[src/rtl/range_counter_arbiter.sv]
// range_counter_arbiter: round-robin command front-end sharing one MIN..MAX wrap-around counter between two requesters
module range_counter_arbiter #(
  parameter int WIDTH = 8,
  parameter int MIN   = 10,
  parameter int MAX   = 40,
  parameter int STEPW = 4
) (
  input  logic             clk,
  input  logic             rst,
  input  logic             req0,
  input  logic [1:0]       cmd0,
  input  logic [WIDTH-1:0] data0,
  input  logic [STEPW-1:0] steps0,
  input  logic             req1,
  input  logic [1:0]       cmd1,
  input  logic [WIDTH-1:0] data1,
  input  logic [STEPW-1:0] steps1,
  output logic             gnt0,
  output logic             gnt1,
  output logic [WIDTH-1:0] count,
  output logic             busy,
  output logic             done,
  output logic             done_id
);
  localparam logic [1:0] S_IDLE = 2'd0, S_EXEC = 2'd1, S_DONE = 2'd2;
  localparam logic [1:0] C_LOAD = 2'b00, C_UP = 2'b01, C_CLEAR = 2'b11;
  localparam logic [WIDTH-1:0] L_MIN = WIDTH'(MIN), L_MAX = WIDTH'(MAX), L_ONE = WIDTH'(1);
  localparam logic [STEPW-1:0] L_S1 = STEPW'(1);
  logic [1:0]       r_state, r_cmd;
  logic             r_last, r_id, r_gnt0, r_gnt1;
  logic [WIDTH-1:0] r_data, r_count, w_next;
  logic [STEPW-1:0] r_rem;
  logic             w_pick, w_inr, w_din, w_upd, w_last;
  // on a tie the requester that did not win last time gets the grant
  assign w_pick = (req0 & req1) ? ~r_last : req1;
  assign w_inr  = r_count >= L_MIN && r_count <= L_MAX;
  assign w_din  = r_data >= L_MIN && r_data <= L_MAX;
  // LOAD and CLEAR (equal opcode bits) take one cycle regardless of steps
  assign w_last = r_cmd[0] == r_cmd[1] || r_rem <= L_S1;
  assign w_upd  = r_cmd[0] == r_cmd[1] || r_rem != '0;
  always_comb begin
    w_next = r_cmd == C_LOAD ? (w_din ? r_data : L_MIN) :
             r_cmd == C_CLEAR || !w_inr ? L_MIN :
             r_cmd == C_UP ? (r_count == L_MAX ? L_MIN : r_count + L_ONE) :
             (r_count == L_MIN ? L_MAX : r_count - L_ONE);
  end
  always_ff @(posedge clk) begin
    if (rst) begin
      r_state <= S_IDLE;
      r_count <= L_MIN;
      r_last  <= 1'b1;
      r_id    <= 1'b0;
      r_gnt0  <= 1'b0;
      r_gnt1  <= 1'b0;
      r_cmd   <= C_LOAD;
      r_data  <= '0;
      r_rem   <= '0;
    end else begin
      r_gnt0 <= 1'b0;
      r_gnt1 <= 1'b0;
      if (r_state == S_IDLE) begin
        if (req0 | req1) begin
          r_state <= S_EXEC;
          r_gnt0  <= ~w_pick;
          r_gnt1  <= w_pick;
          r_last  <= w_pick;
          r_id    <= w_pick;
          r_cmd   <= w_pick ? cmd1 : cmd0;
          r_data  <= w_pick ? data1 : data0;
          r_rem   <= w_pick ? steps1 : steps0;
        end
      end else if (r_state == S_EXEC) begin
        if (w_upd) r_count <= w_next;
        if (w_last) r_state <= S_DONE;
        else r_rem <= r_rem - L_S1;
      end else begin
        r_state <= S_IDLE;
      end
    end
  end
  assign gnt0    = r_gnt0;
  assign gnt1    = r_gnt1;
  assign count   = r_count;
  assign busy    = r_state != S_IDLE;
  assign done    = r_state == S_DONE;
  assign done_id = r_id;
endmodule

[config.mk]
export PLATFORM = sky130hd
export DESIGN_NAME = range_counter_arbiter
export DESIGN_NICKNAME = d
export VERILOG_FILES = /design/src/rtl/range_counter_arbiter.sv
export SDC_FILE = /design/constraint.sdc
export NUM_CORES = 1
export LEC_CHECK = 0
export CORE_MARGIN = 2
export CORE_UTILIZATION = 40
export DETAILED_ROUTE_END_ITERATION = 16
export PLACE_DENSITY = 0.7
export SLEW_MARGIN = 20
export SYNTH_ARGS = -nofsm -noshare
export SYNTH_HDL_FRONTEND = slang
export SYNTH_SLANG_ARGS = --single-unit
[constraint.sdc]
create_clock -name clk -period 2 [get_ports clk]
set_clock_uncertainty 0.15 [all_clocks]
set_input_delay 0.4 -clock clk [delete_from_list [all_inputs] [get_ports clk]]
set_output_delay 0.4 -clock clk [all_outputs]
set_load 0.05 [all_outputs]
==> Implementation_results.wiki, run 1 <==
{| class="wikitable"
! Metric !! Value
|-
| Number of top-level pins || 45
|-
| Via total after detailed routing || 1,758
|-
| Number of enable-type register cells in the synthesized netlist || 0
|-
| Library cell contributing the largest single delay on the critical path || clkdlybuf4s50_1
|-
| Worst path bufs/invs || 1
|-
| Lkg Pwr || 1.007 nW
|-
| Clock latency on the worst-skew pair || 0.27 ns
|-
| Number of buffers on the longest clock path || 2
|-
| Number of warnings issued by yosys || 0
|-
| Number of cells on the critical path || 1
|-
| Number of cells on the worst reg-to-reg path || 6
|-
| Number of storage elements in the synthesis netlist || 28
|-
| Kind of launch point of the worst setup path || flop
|-
| Arrival time of the worst setup path || 1.39 ns
|-
| Critical path, cell by cell || clkdlybuf4s50_1
|-
| Instance area at placement || 2372 sq um
|-
| Net count after synthesis || 256
|-
| Antenna violations before repair || 0
|-
| Post-detailed-placement half-perimeter wirelength || 3423 um
|-
| Family with the most delay on the worst path || buffers and inverters
|-
| Post-detailed-route count of antenna-violating nets || 0
|-
| Number of distinct library cells after synthesis || 53
|-
| Summed area of non-filler cells in the final layout || 2452 sq um
|-
| Power density over the cells || 810.0 nW/um^2
|-
| First-iteration detailed-routing DRC count || 76
|-
| Final Wtd Congestion || 0.8519
|-
| Final setup vio count || 0
|-
| Mapped Avg Cell Area || 8.254 sq um
|-
| Global-route wire length before repair || 7686 um
|-
| Remaining routing DRC violations || 0
|-
| Area growth, synth to finish || 37.54%
|-
| Required time at the endpoint of the critical path || 1.45 ns
|-
| Gate Count Post-Synth || 216
|-
| Worst Min Path Start || r_rem[1]
|-
| Clock period minus worst slack || 1.936 ns
|-
| Die area || 5008 sq um
|-
| DRT Wirelength || 4485 um
|-
| Worst max-slew margin expressed relative to the limit || 0.6196
|-
| Reg2Reg Launch Point || r_rem[1]
|-
| Detailed Routing Iterations Pass 1 || 4
|-
| Initial Util || 0.4123
|-
| Status || finished clean
|-
| Final period utilization || 0.9681
|-
| Mapped cell area || 1783 sq um
|-
| Total CTS buffers || 3
|-
| Clock transition at the register clock pins on the worst setup and hold paths after CTS || 0.09 ns
|-
| Nets@finish || 311
|-
| Peak supply drop || 0.0003767 V
|-
| Number of port buffers || 44
|-
| Worst setup EP type || output pin
|-
| Crit-path max FO || 1
|-
| Share of synthesized flip-flops with an asynchronous set or reset || 0
|-
| Share of the yosys chip area belonging to registers || 0.3144
|-
| Fraction of final layout cells with drive strength greater than 1 || 0.2082
|-
| TritonCTS clock tree || done
|-
| Clock tree root driver cell || clkbuf_8
|-
| Standard-cell rows || 24
|-
| Largest net degree at the start of global routing || 25
|-
| Max incr delay on CP || 0.80 ns
|-
| Setup Crit Path Kind || reg2out
|-
| Diodes inserted || 0
|-
| Number of sinks handled by clock tree synthesis || 28
|-
| GR Overflow Total || 0
|-
| Worst hold path cell count || 2
|-
| Global Route Usage Sum || 0.1853
|-
| H-Tree Depth || 1
|-
| Number of endpoints with negative hold slack in the final report || 0
|-
| Core area || 4324 sq um
|-
| Setup TNS || 0 ns
|-
| Unrepaired setup endpoints after global routing || yes
|-
| Via count of the first global-routing pass || 1,749
|-
| Vias per std cell || 5.477
|-
| Per-cell routed wire length || 13.97 um
|-
| Path class of the lowest-slack min-delay path || reg2reg
|-
| Horizontal die dimension || 70.77 um
|-
| Actual slew at the worst max-slew pin || 0.5627 ns
|-
| Highest clock frequency the design can meet || 516.5 MHz
|-
| Launch point of the critical path || gnt0
|-
| Die boundary height || 70.77 um
|-
| Post-synth top flop || dfxtp_1
|-
| Slew Viols, Final || 0
|-
| MaxCap Viol Count || 0
|}
==> flip-flops by register name, indices dropped and copies added, names as in the netlist <==
signal / cells
r_state: 2
gnt0: 1
count: 8
r_cmd: 2
r_rem: 4
r_data: 8
done_id: 1
r_last: 1
gnt1: 1
==> cells in the mapped netlist, drive strengths merged, types with 6 or more instances <==
master,n,share of area
dfxtp,28,0.31
a21oi,11,0.031
nor2,24,0.051
buf,6,0.022
inv,12,0.025
a211oi,11,0.049
o21ai,12,0.036
mux2i,15,0.084
nor3,8,0.022
clkbuf,8,0.018
nand2,10,0.021
ha,8,0.056
a31oi,8,0.028
==> area by class of cell <==
| class | count | area, sq um |
|---|---|---|
| Fill cell | 408 | 1872 |
| Timing Repair Buffer | 64 | 573.1 |
| Clock buffer | 3 | 41.29 |
| Sequential cell | 28 | 579.3 |
| Multi-Input combinational cell | 162 | 1149 |
| Inverter | 12 | 45.04 |
| Tap cell | 52 | 65.06 |
==> stage by stage <==
stage	util	total power [mW]	worst slack, ns	hold WS (ns)	std cells
5_1_grt	0.5671	2.112	-0.05109	0.3864	321
2_1_floorplan	-	1.339	0.002860	0.2950	216
3_5_place_dp	0.5486	1.650	-0.01136	0.3190	317
6_report	0.5671	1.986	0.06374	0.3362	321
3_3_place_gp	0.5486	1.637	0.02848	0.3160	317
4_1_cts	0.5582	1.953	0.02199	0.3304	320
==> worst min-delay path, stage by stage (launching register included) <==
cell and delay [ns]:
dfxtp_1 0.33, nand2_1 0.06, a21oi_1 0.05
==> logic make-up (layout without fill, tap and decap cells) <==
logic type	Yosys count	count (layout)	share of synthesized area
buf+inv	26	79	0.06456
simple gates	74	74	0.2246
xor+xnor	3	3	0.01474
mux	15	15	0.08421
compound gates	62	62	0.2414
fa+ha+maj	8	8	0.05614
flops	28	28	0.3144
==> path summary, 6_finish.rpt <==
check / slack [ns] / endpoint
hold reg to reg: 0.34 / r_rem[1]
setup / recovery: 0.06 / gnt0
setup reg to reg: 0.09 / count[0]
hold / removal: 0.34 / r_rem[1]
==> cells in the final DEF (no fill, tap or decap), types with 2 or more instances in the layout <==
| cell | Yosys | layout |
|---|---|---|
| clkdlybuf4s50_1 | 0 | 32 |
| buf_4 | 1 | 31 |
| nor2_1 | 24 | 24 |
| dfxtp_1 | 28 | 21 |
| mux2i_1 | 15 | 15 |
| inv_1 | 11 | 11 |
| a21oi_1 | 11 | 11 |
| a211oi_1 | 10 | 10 |
| nand2_1 | 10 | 10 |
| o21ai_0 | 8 | 8 |
| a31oi_1 | 8 | 8 |
| nor3_1 | 8 | 7 |
| ha_1 | 8 | 7 |
| nand3_1 | 5 | 5 |
| and3_1 | 4 | 4 |
| dfxtp_4 | 0 | 4 |
| nor2b_1 | 3 | 3 |
| nor3b_1 | 3 | 3 |
| a31o_2 | 3 | 3 |
| o21ai_1 | 3 | 3 |
| or3_1 | 3 | 3 |
| clkbuf_8 | 0 | 3 |
| dfxtp_2 | 0 | 3 |
| nand2b_1 | 2 | 2 |
| o21a_1 | 2 | 2 |
| nand4_1 | 2 | 2 |
| xor2_1 | 2 | 2 |
| nand3b_1 | 2 | 2 |
==> power breakdown <==
group	switching, mW	total [mW]	internal (mW)	leakage, nW
combinational	0.502	0.939	0.437	0.752
sequential	0.0991	0.742	0.642	0.233
clock	0.171	0.306	0.135	0.0216
==> metal layers <==
| layer | global-route usage | up-vias | routed length, um |
|---|---|---|---|
| met1 | 0.2438 | 795 | 2101 |
| met3 | 0.02279 | 6 | 221 |
| met4 | 0.06709 | 0 | 52 |
| li1 | - | 904 | - |
| met5 | 0 | - | 0 |
| met2 | 0.3126 | 53 | 2110 |
==> repair_timing <==
item                       4_1_cts  5_1_grt
setup endpoints to repair        0        9
setup buffers                    0        1
gates resized for setup          0        5
hold buffers                     0        0
Note: power is estimated with default switching activity, not from simulation.
==> run 2: changes to the inputs <==
--- a/config.mk
+++ b/config.mk
@@ -5,10 +5,9 @@
 export SDC_FILE = /design/constraint.sdc
 export NUM_CORES = 1
 export LEC_CHECK = 0
-export CORE_MARGIN = 2
 export CORE_UTILIZATION = 40
 export DETAILED_ROUTE_END_ITERATION = 16
-export PLACE_DENSITY = 0.7
+export PLACE_DENSITY = 0.67
 export SLEW_MARGIN = 20
 export SYNTH_ARGS = -nofsm -noshare
 export SYNTH_HDL_FRONTEND = slang
==> constraint.sdc (replaced) <==
create_clock -name clk -period 2.35 [get_ports clk]
set_clock_uncertainty 0.15 [all_clocks]
set_input_delay 0.47 -clock clk [delete_from_list [all_inputs] [get_ports clk]]
set_output_delay 0.47 -clock clk [all_outputs]
set_load 0.05 [all_outputs]
==> run 2 against run 1 <==
Compared with the run above:
- sequential power fell by 16%
- non-clock buffer count fell by 8
- clock power rose by 25%
- wire length fell by 8.2%
- count of clock-buffer cells in the layout did not move
- highest routed layer unchanged
- largest cell class unchanged
- global-route usage rose by 0.39 points
- critical endpoint is now count[4]
- cell count fell by 2.8%
==> Implementation_results.wiki, run 2 (synthesis results as in run 1) <==
{| class="wikitable"
! Metric !! Value
|-
| Library cell contributing the largest single delay on the critical path || clkdlybuf4s50_1 (unchanged)
|-
| Number of port buffers || 44 (unchanged)
|-
| Post-detailed-placement half-perimeter wirelength || 3185 um (was 3423 um)
|-
| Setup TNS || 0 ns (unchanged)
|-
| Largest net degree at the start of global routing || 22 (was 25)
|-
| Die boundary height || 68.77 um (was 70.77 um)
|-
| DRT Wirelength || 4116 um (was 4485 um)
|-
| Critical register-to-register path endpoint || count[5] (was count[0])
|-
| Antenna violations before repair || 0 (unchanged)
|-
| Summed area of non-filler cells in the final layout || 2369 sq um (was 2452 sq um)
|-
| Per-cell routed wire length || 13.19 um (was 13.97 um)
|-
| Highest clock frequency the design can meet || 439.4 MHz
|-
| Via total after detailed routing || 1,710 (was 1,758)
|-
| Initial Util || 0.4303 (was 0.4123)
|-
| Post-detailed-route count of antenna-violating nets || 0 (unchanged)
|-
| Max incr delay on CP || 0.87 ns (was 0.80 ns)
|-
| Clock latency on the worst-skew pair || 0.28 ns (was 0.27 ns)
|-
| Number of top-level pins || 45 (unchanged)
|-
| Grt met3 use || 0.03125 (was 0.02279)
|-
| Remaining routing DRC violations || 0 (unchanged)
|-
| Number of cells on the worst reg-to-reg path || 5 (was 6)
|-
| Final period utilization || 0.9684
|-
| Global Route Usage Sum || 0.1892 (was 0.1853)
|-
| Leading cell type in the layout, fill and taps excluded || clkdlybuf4s50_1 (unchanged)
|-
| TritonCTS clock tree || done (unchanged)
|-
| GRT met2 Usage || 0.2929 (was 0.3126)
|-
| Clock transition at the register clock pins on the worst setup and hold paths after CTS || 0.10 ns (was 0.09 ns)
|-
| Worst hold path cell count || 2 (unchanged)
|-
| Vias per std cell || 5.481 (was 5.477)
|-
| GR Overflow Total || 0 (unchanged)
|-
| Diodes inserted || 0 (unchanged)
|-
| Non-filler instance count after layout || 312 (was 321)
|-
| Number of cells after detailed placement || 308 (was 317)
|-
| Number of endpoints with negative hold slack in the final report || 0 (unchanged)
|-
| Lkg Pwr || 0.9686 nW (was 1.007 nW)
|-
| Instance area at placement || 2295 sq um (was 2372 sq um)
|-
| Die area || 4729 sq um (was 5008 sq um)
|-
| Most frequent cells in the layout || clkdlybuf4s50_1 (37), dfxtp_1 (28), nor2_1 (24) (was clkdlybuf4s50_1 (32), buf_4 (31), nor2_1 (24))
|-
| Worst path bufs/invs || 1 (unchanged)
|-
| Final Wtd Congestion || 0.8549 (was 0.8519)
|-
| Core area || 4144 sq um (was 4324 sq um)
|-
| Number of sinks handled by clock tree synthesis || 28 (unchanged)
|-
| Routing layer with the top usage in global route || met2 (unchanged)
|-
| Final setup vio count || 0 (unchanged)
|-
| Path class of the lowest-slack min-delay path || reg2reg (unchanged)
|-
| Worst Min Path Start || r_rem[1] (unchanged)
|-
| H-Tree Depth || 1 (unchanged)
|-
| Actual slew at the worst max-slew pin || 0.5950 ns (was 0.5627 ns)
|-
| Reg-to-reg setup timing slack || 0.30 ns (was 0.09 ns)
|-
| Fraction of final layout cells with drive strength greater than 1 || 0.1221 (was 0.2082)
|-
| Global-route track usage on met1 || 0.2744 (was 0.2438)
|-
| Setup Crit Path Kind || reg2out (unchanged)
|-
| Number of buffers on the longest clock path || 2 (unchanged)
|-
| Number of buffers inserted by hold repair at cts || 0 (unchanged)
|-
| Arrival time of the worst setup path || 1.66 ns (was 1.39 ns)
|-
| Status || finished clean (unchanged)
|-
| Unrepaired setup endpoints after global routing || no (was yes)
|-
| Detailed Routing Iterations Pass 1 || 4 (unchanged)
|-
| Family with the most delay on the worst path || buffers and inverters (unchanged)
|-
| MaxCap Viol Count || 0 (unchanged)
|-
| Area growth, synth to finish || 32.84% (was 37.54%)
|-
| Slew Viols, Final || 0 (unchanged)
|-
| Power density over the cells || 729.1 nW/um^2 (was 810.0 nW/um^2)
|-
| Standard-cell rows || 23 (was 24)
|-
| Reg2Reg Launch Point || count[2] (was r_rem[1])
|-
| Critical path, cell by cell || clkdlybuf4s50_1 (unchanged)
|-
| Total CTS buffers || 3 (unchanged)
|-
| Final core area utilization || 0.5716 (was 0.5671)
|-
| Via count of the first global-routing pass || 1,487 (was 1,749)
|-
| Worst setup EP type || output pin (unchanged)
|-
| Kind of launch point of the worst setup path || flop (unchanged)
|-
| Horizontal die dimension || 68.77 um (was 70.77 um)
|-
| Nets@finish || 303 (was 311)
|-
| Crit-path max FO || 8 (was 1)
|-
| First-iteration detailed-routing DRC count || 95 (was 76)
|-
| Clock period minus worst slack || 2.276 ns
|-
| Peak supply drop || 0.0003319 V (was 0.0003767 V)
|-
| Required time at the endpoint of the critical path || 1.73 ns (was 1.45 ns)
|-
| Global-route wire length before repair || 6706 um (was 7686 um)
|-
| Sink of the worst hold path || r_rem[1] (unchanged)
|-
| Clock tree root driver cell || clkbuf_8 (unchanged)
|-
| Worst max-slew margin expressed relative to the limit || 0.5999 (was 0.6196)
|}
-- run 2: area by class of cell --
type                       instances  area, sq um
clock buffer                       3        41.29
clock inverter                     1        30.03
fill                             391         1775
inverter                          12        45.04
multi-input combinational        162         1111
sequential                        28        560.5
tap                               50        62.56
timing repair buffer              56        518.0
-- run 2: timing repair --
item                       4_1_cts  5_1_grt
resized for setup                0        1
hold endpoints to repair         0        0
buffers inserted                 0        0
setup endpoints to repair        0        1
-- run 2: metrics by stage --
stage                     total power, mW  hold WS (ns)  setup slack (ns)
final                               1.727        0.3315           0.07416
after global routing                1.842        0.3582          0.007243
after CTS                           1.736        0.3346           0.05828
after detailed placement            1.352        0.3193            0.2692
after global placement              1.352        0.3198            0.3042
after floorplan                     1.127        0.2950           0.05013
-- run 2: metal layers --
layer / part of all wire / vias to the layer above
met1: 0.51 / 771
met2: 0.44 / 45
met4: 0.0066 / 0
li1: - / 890
met5: 0 / -
met3: 0.040 / 4
-- run 2: power by group --
group / switching, mW / internal [mW] / total, mW
clock: 0.155 / 0.228 / 0.383
combinational: 0.396 / 0.322 / 0.718
sequential: 0.0842 / 0.542 / 0.626
total: 0.635 / 1.09 / 1.73
-- run 2: worst max path at each step --
stage	startpoint	cells after the start	slack, ns	to
after floorplan	count[0]	8	0.05	count[0]
after global placement	req1	7	0.30	r_rem[3]
after detailed placement	req1	7	0.27	r_rem[3]
after CTS	count[4]	1	0.06	count[4]
after global routing	count[4]	1	0.007	count[4]
final	count[4]	1	0.07	count[4]
==> patch 1: new RTL, settings of run 2 <==
Make the reset (`rst`) asynchronous in one clocked block.
--- a/src/rtl/range_counter_arbiter.sv
+++ b/src/rtl/range_counter_arbiter.sv
@@ -44,7 +44,7 @@
              r_cmd == C_UP ? (r_count == L_MAX ? L_MIN : r_count + L_ONE) :
              (r_count == L_MIN ? L_MAX : r_count - L_ONE);
   end
-  always_ff @(posedge clk) begin
+  always_ff @(posedge clk or posedge rst) begin
     if (rst) begin
       r_state <= S_IDLE;
       r_count <= L_MIN;
Function: differs if rst is asserted again (counterexample within 4 cycles, from zero or initial values and one cycle with rst high); with rst held inactive, the same outputs for 4 cycles.
==> patch 1 against run 2 <==
  * Synthesized cell count shrank 11%
  * Area after synthesis shrank 0.70%
  * First-iteration DRC count grew 56%
  * Cell area shrank 1.6%
  * Cell count shrank 6.4%
  * Setup slack gained 0.051 ns
  * Wire length shrank 8.8%
  * Sequential cell count is the same
  * Critical endpoint is now count[5]
  * Largest cell class unchanged
Power is not compared: it rests on default switching activity, and its combinational part moved more than twofold at a synthesized area within 25%.
==> patch 1: results (changes against run 2) <==
Parameter                              Value

Outcome
  Run status ... finished, final reports clean

Setup path
  Setup crit end ... count[5]
  Worst-path fanout max ... 8 (unchanged)
  Delay of the slowest cell on the worst path ... 0.85 ns (-0.02 ns)
  Origin of the critical flop-to-flop path ... count[0]
  FF-to-FF setup slack ... 0.27 ns (-0.03 ns)
  Depth of the most critical reg-to-reg path ... 4 (-1)
  FF-to-FF End ... count[5]
  Critical Path Start ... count[5]

Synth
  Dominant synthesized flop cell ... sky130_fd_sc_hd__dfrtp_1
  Post-Synthesis Cells ... 193 (-11%)
  Sequential fraction of the synthesis area ... 39.8% (+8.3 points)
  Post-synthesis async set-or-reset flop share ... 100% (+100 points)
  Top cells by count, synth ... 25 x sky130_fd_sc_hd__dfrtp_1, 23 x sky130_fd_sc_hd__nand2_1, 17 x sky130_fd_sc_hd__o21ai_0
  Synthesized net count ... 233 (-9.0%)
  Number of distinct library cells after synthesis ... 48 (-9.4%)
  Largest cells by area after synthesis ... sky130_fd_sc_hd__dfrtp_1 35%, sky130_fd_sc_hd__mux2i_1 7.3%, sky130_fd_sc_hd__ha_1 5.7%, sky130_fd_sc_hd__nand2_1 4.9%, sky130_fd_sc_hd__o21ai_0 4.8%

Routing
  Routed vias ... 1,576 (-7.8%)
  Via density per instance ... 5.40 (-1.5%)
  Iter 0 DRT Violations ... 148 (+56%)

Layout
  Count of nets after finishing ... 283 (-6.6%)
  Ratio of cells with drive above 1 in the final layout ... 11.6% (-0.64 points)
  Filler cell count in the final layout ... 390 (-0.26%)

Timing
  Measured slew at the worst slew-check pin ... 0.491 ns (-0.104 ns)
  Period minus WS final ... 2.22 ns (-0.0515 ns)

GRT
  Wire length of the first global-routing pass ... 6610 microns (-1.4%)
  Largest net degree at the start of global routing ... 29 (+32%)
  GRT Total Usage ... 18.6% (-0.27 points)

Placement
  Number of instances in the placed design ... 288 (-6.5%)
  Placed Area ... 2280 sq um (-0.44%)
==> patch 1: worst min path at each step <==
stage / slack [ns] / cells after the start / end / startpoint
6_report: 0.34 / 1 / done_id / done_id
5_1_grt: 0.38 / 2 / r_data[6] / r_data[6]
4_1_cts: 0.35 / 2 / r_data[7] / r_data[7]
3_5_place_dp: 0.32 / 1 / done_id / done_id
3_3_place_gp: 0.32 / 2 / r_data[7] / r_data[7]
2_1_floorplan: 0.30 / 2 / r_data[6] / r_data[6]
==> patch 1: layer usage <==
| metal | up-vias | wire, microns | GRT usage (%) |
|---|---|---|---|
| met5 | - | 0 | 0 |
| met4 | 0 | 46 | 4.95 |
| met3 | 6 | 209 | 3.45 |
| met2 | 50 | 1630 | 29.0 |
| met1 | 723 | 1860 | 26.4 |
| li1 | 797 | - | - |
==> patch 1: kinds of logic (layout without fill, tap and decap cells) <==
group	count (synthesis)	after routing	synth area share, %
simple gates	67	67	19.3
compound gates	59	59	23.3
flops	28	28	39.8
buf+inv	17	66	4.17
mux	13	13	7.35
fa+ha+maj	8	8	5.65
xor+xnor	1	1	0.495
==> patch 1: cell type report <==
type                            instances  area, sq um  area share [%]
Clock buffer                            4         45.0            1.93
Inverter                               10         37.5            1.61
Multi-Input combinational cell        148          992            42.6
Sequential cell                        28          704            30.2
Tap cell                               50         62.6            2.69
Timing Repair Buffer                   52          488            20.9
==> patch 1: power by group <==
part           internal [mW]  switching, mW  leakage, nW
logic                  0.683          0.942        0.651
clock network          0.122          0.148       0.0228
registers              0.697          0.201        0.345
total                   1.50           1.29         1.02
==> patch 2: new RTL, flow settings as in run 2 <==
Without the edit above. Change the parameter `STEPW` from 4 to 8.
--- a/src/rtl/range_counter_arbiter.sv
+++ b/src/rtl/range_counter_arbiter.sv
@@ -3,7 +3,7 @@
   parameter int WIDTH = 8,
   parameter int MIN   = 10,
   parameter int MAX   = 40,
-  parameter int STEPW = 4
+  parameter int STEPW = 8
 ) (
   input  logic             clk,
   input  logic             rst,
Ports: changed (resized steps0 and steps1); port bits go from 45 to 53. The function was not compared with the original's and may differ.
==> patch 2 against run 2 <==
  * Sequential cell count increased by 4
  * Cell area is 18% higher
  * Largest cell class unchanged
  * Setup slack improved by 0.032 ns
  * Power up 28%
  * Wire length increased by 15%
  * Count of clock-buffer cells in the layout up 5
  * Register-to-register slack lost 0.19 ns
  * Largest power group unchanged
  * Core utilization is 0.92 points higher
  * Area after synthesis rose by 14%
==> patch 2: results (changes against run 2) <==
Parameter                              Value

Synth
  Sequential fraction of the synthesis area ... 31.4% (about the same)
  Largest cells by area after synthesis ... sky130_fd_sc_hd__dfxtp_1 31%, sky130_fd_sc_hd__mux2i_1 9.3%, sky130_fd_sc_hd__nor2_1 5.7%, sky130_fd_sc_hd__ha_1 4.9%, sky130_fd_sc_hd__a211oi_1 4.8%
  Ys Warns ... 0 (unchanged)
  Multiplexer fraction of the synthesized cell area ... 9.34% (+0.92 points)
  Synthesized-area fraction occupied by adder cells ... 4.91% (-0.70 points)
  XOR/XNOR Fraction of Synth Area ... 0.430% (-1.0 points)
  Top cells by count, synth ... 32 x sky130_fd_sc_hd__dfxtp_1, 31 x sky130_fd_sc_hd__nor2_1, 19 x sky130_fd_sc_hd__mux2i_1
  Synth Area in Compound Gates ... 23.7% (-0.43 points)
  Synthesized net count ... 307 (+20%)

Layout
  Layout buffer count excluding clock buffers ... 67 (+20%)
  Clock buffer and inverter area fraction after layout ... 3.22% (+0.21 points)
  Buffer share of cell area ... 22.8% (+0.94 points)
  Clock buffer count ... 8 (+5)
  Sequential share of cell area ... 23.1% (-0.54 points)

GRT
  Wire length of the first global-routing pass ... 8210 microns (+22%)
  Largest net degree at the start of global routing ... 21 (-4.5%)
  GRT Total Usage ... 19.5% (+0.62 points)
  Number of global-route vias before repair ... 1,839 (+24%)

Routing
  Final WL ... 4750 microns (+15%)
  Routed vias ... 2,050 (+20%)
  Iter 0 DRT Violations ... 84 (-12%)

Pwr
  Leakage power ... 1.07 nW (+10%)
  Peak supply drop ... 346 uV (+4.2%)

Setup path
  Signal arrival time at the worst endpoint ... 2.26 ns (+0.60 ns)
  Worst path top cell family by delay ... simple AND/OR/NAND/NOR gates
  Critical-path top delay cell ... sky130_fd_sc_hd__or4b_4
  Worst-path fanout max ... 6 (-2)

Placement
  # port buffers ... 52 (+18%)
  Final weighted congestion in routability-driven placement ... 0.809 (-5.4%)

Timing
  Measured slew at the worst slew-check pin ... 0.534 ns (-0.0611 ns)

Clocking
  Number of buffers inserted during clock tree synthesis ... 5 (+2)
  Number of H-tree levels ... 2 (+1)
  CTS clk-pin slew, worst paths ... 0.06 ns (-0.04 ns)
  # clock sinks ... 32 (+14%)

Outcome
  Run status ... finished, final reports clean
-- patch 2: cell types whose count changed after synthesis, moves of 5 or more --
cell / change
sky130_fd_sc_hd__nor2_1: +7
sky130_fd_sc_hd__clkbuf_1: +7
sky130_fd_sc_hd__nand2_1: +7
sky130_fd_sc_hd__o21ai_0: +7
sky130_fd_sc_hd__a21oi_1: +5
-- patch 2: worst paths after layout --
check / cells past startpoint / from / end / slack [ns]
max: 5 / count[6] / count[1] / 0.11
min reg2reg: 2 / done_id / done_id / 0.32
min: 2 / done_id / done_id / 0.32
max reg2reg: 5 / count[6] / count[1] / 0.11
-- patch 2: where the power goes --
group / leakage, nW / internal (mW) / switching, mW / total (mW)
Clock: 0.0455 / 0.239 / 0.191 / 0.429
Sequential: 0.265 / 0.637 / 0.0862 / 0.723
Combinational: 0.756 / 0.471 / 0.585 / 1.06
-- patch 2: per-stage QoR --
stage | cells | worst slack, ns | instance area (sq um) | hold WS, ns | utilization [%]
after global placement | 375 | 0.135 | 2700 | 0.299 | 56.0
after global routing | 383 | 0.00872 | 2800 | 0.354 | 58.1
after floorplan | 259 | 0.00993 | 2050 | 0.304 | -
after detailed placement | 375 | 0.111 | 2700 | 0.310 | 56.0
after CTS | 383 | 0.0926 | 2790 | 0.324 | 57.9
final | 383 | 0.106 | 2800 | 0.322 | 58.1
-- patch 2: per-layer routing --
layer	GRT usage, %	vias to the layer above	part of all wire (%)	wire length (microns)
li1	-	1058	-	-
met1	26.8	926	48	2270
met2	30.8	61	46	2210
met3	3.70	5	4.7	225
met4	6.62	0	1.1	52
met5	0	-	0	0
-- patch 2: what timing repair did --
item                                   CTS  global route
resized for setup                        0             2
endpoints found under the hold margin    0             0
setup endpoints to repair                0             5
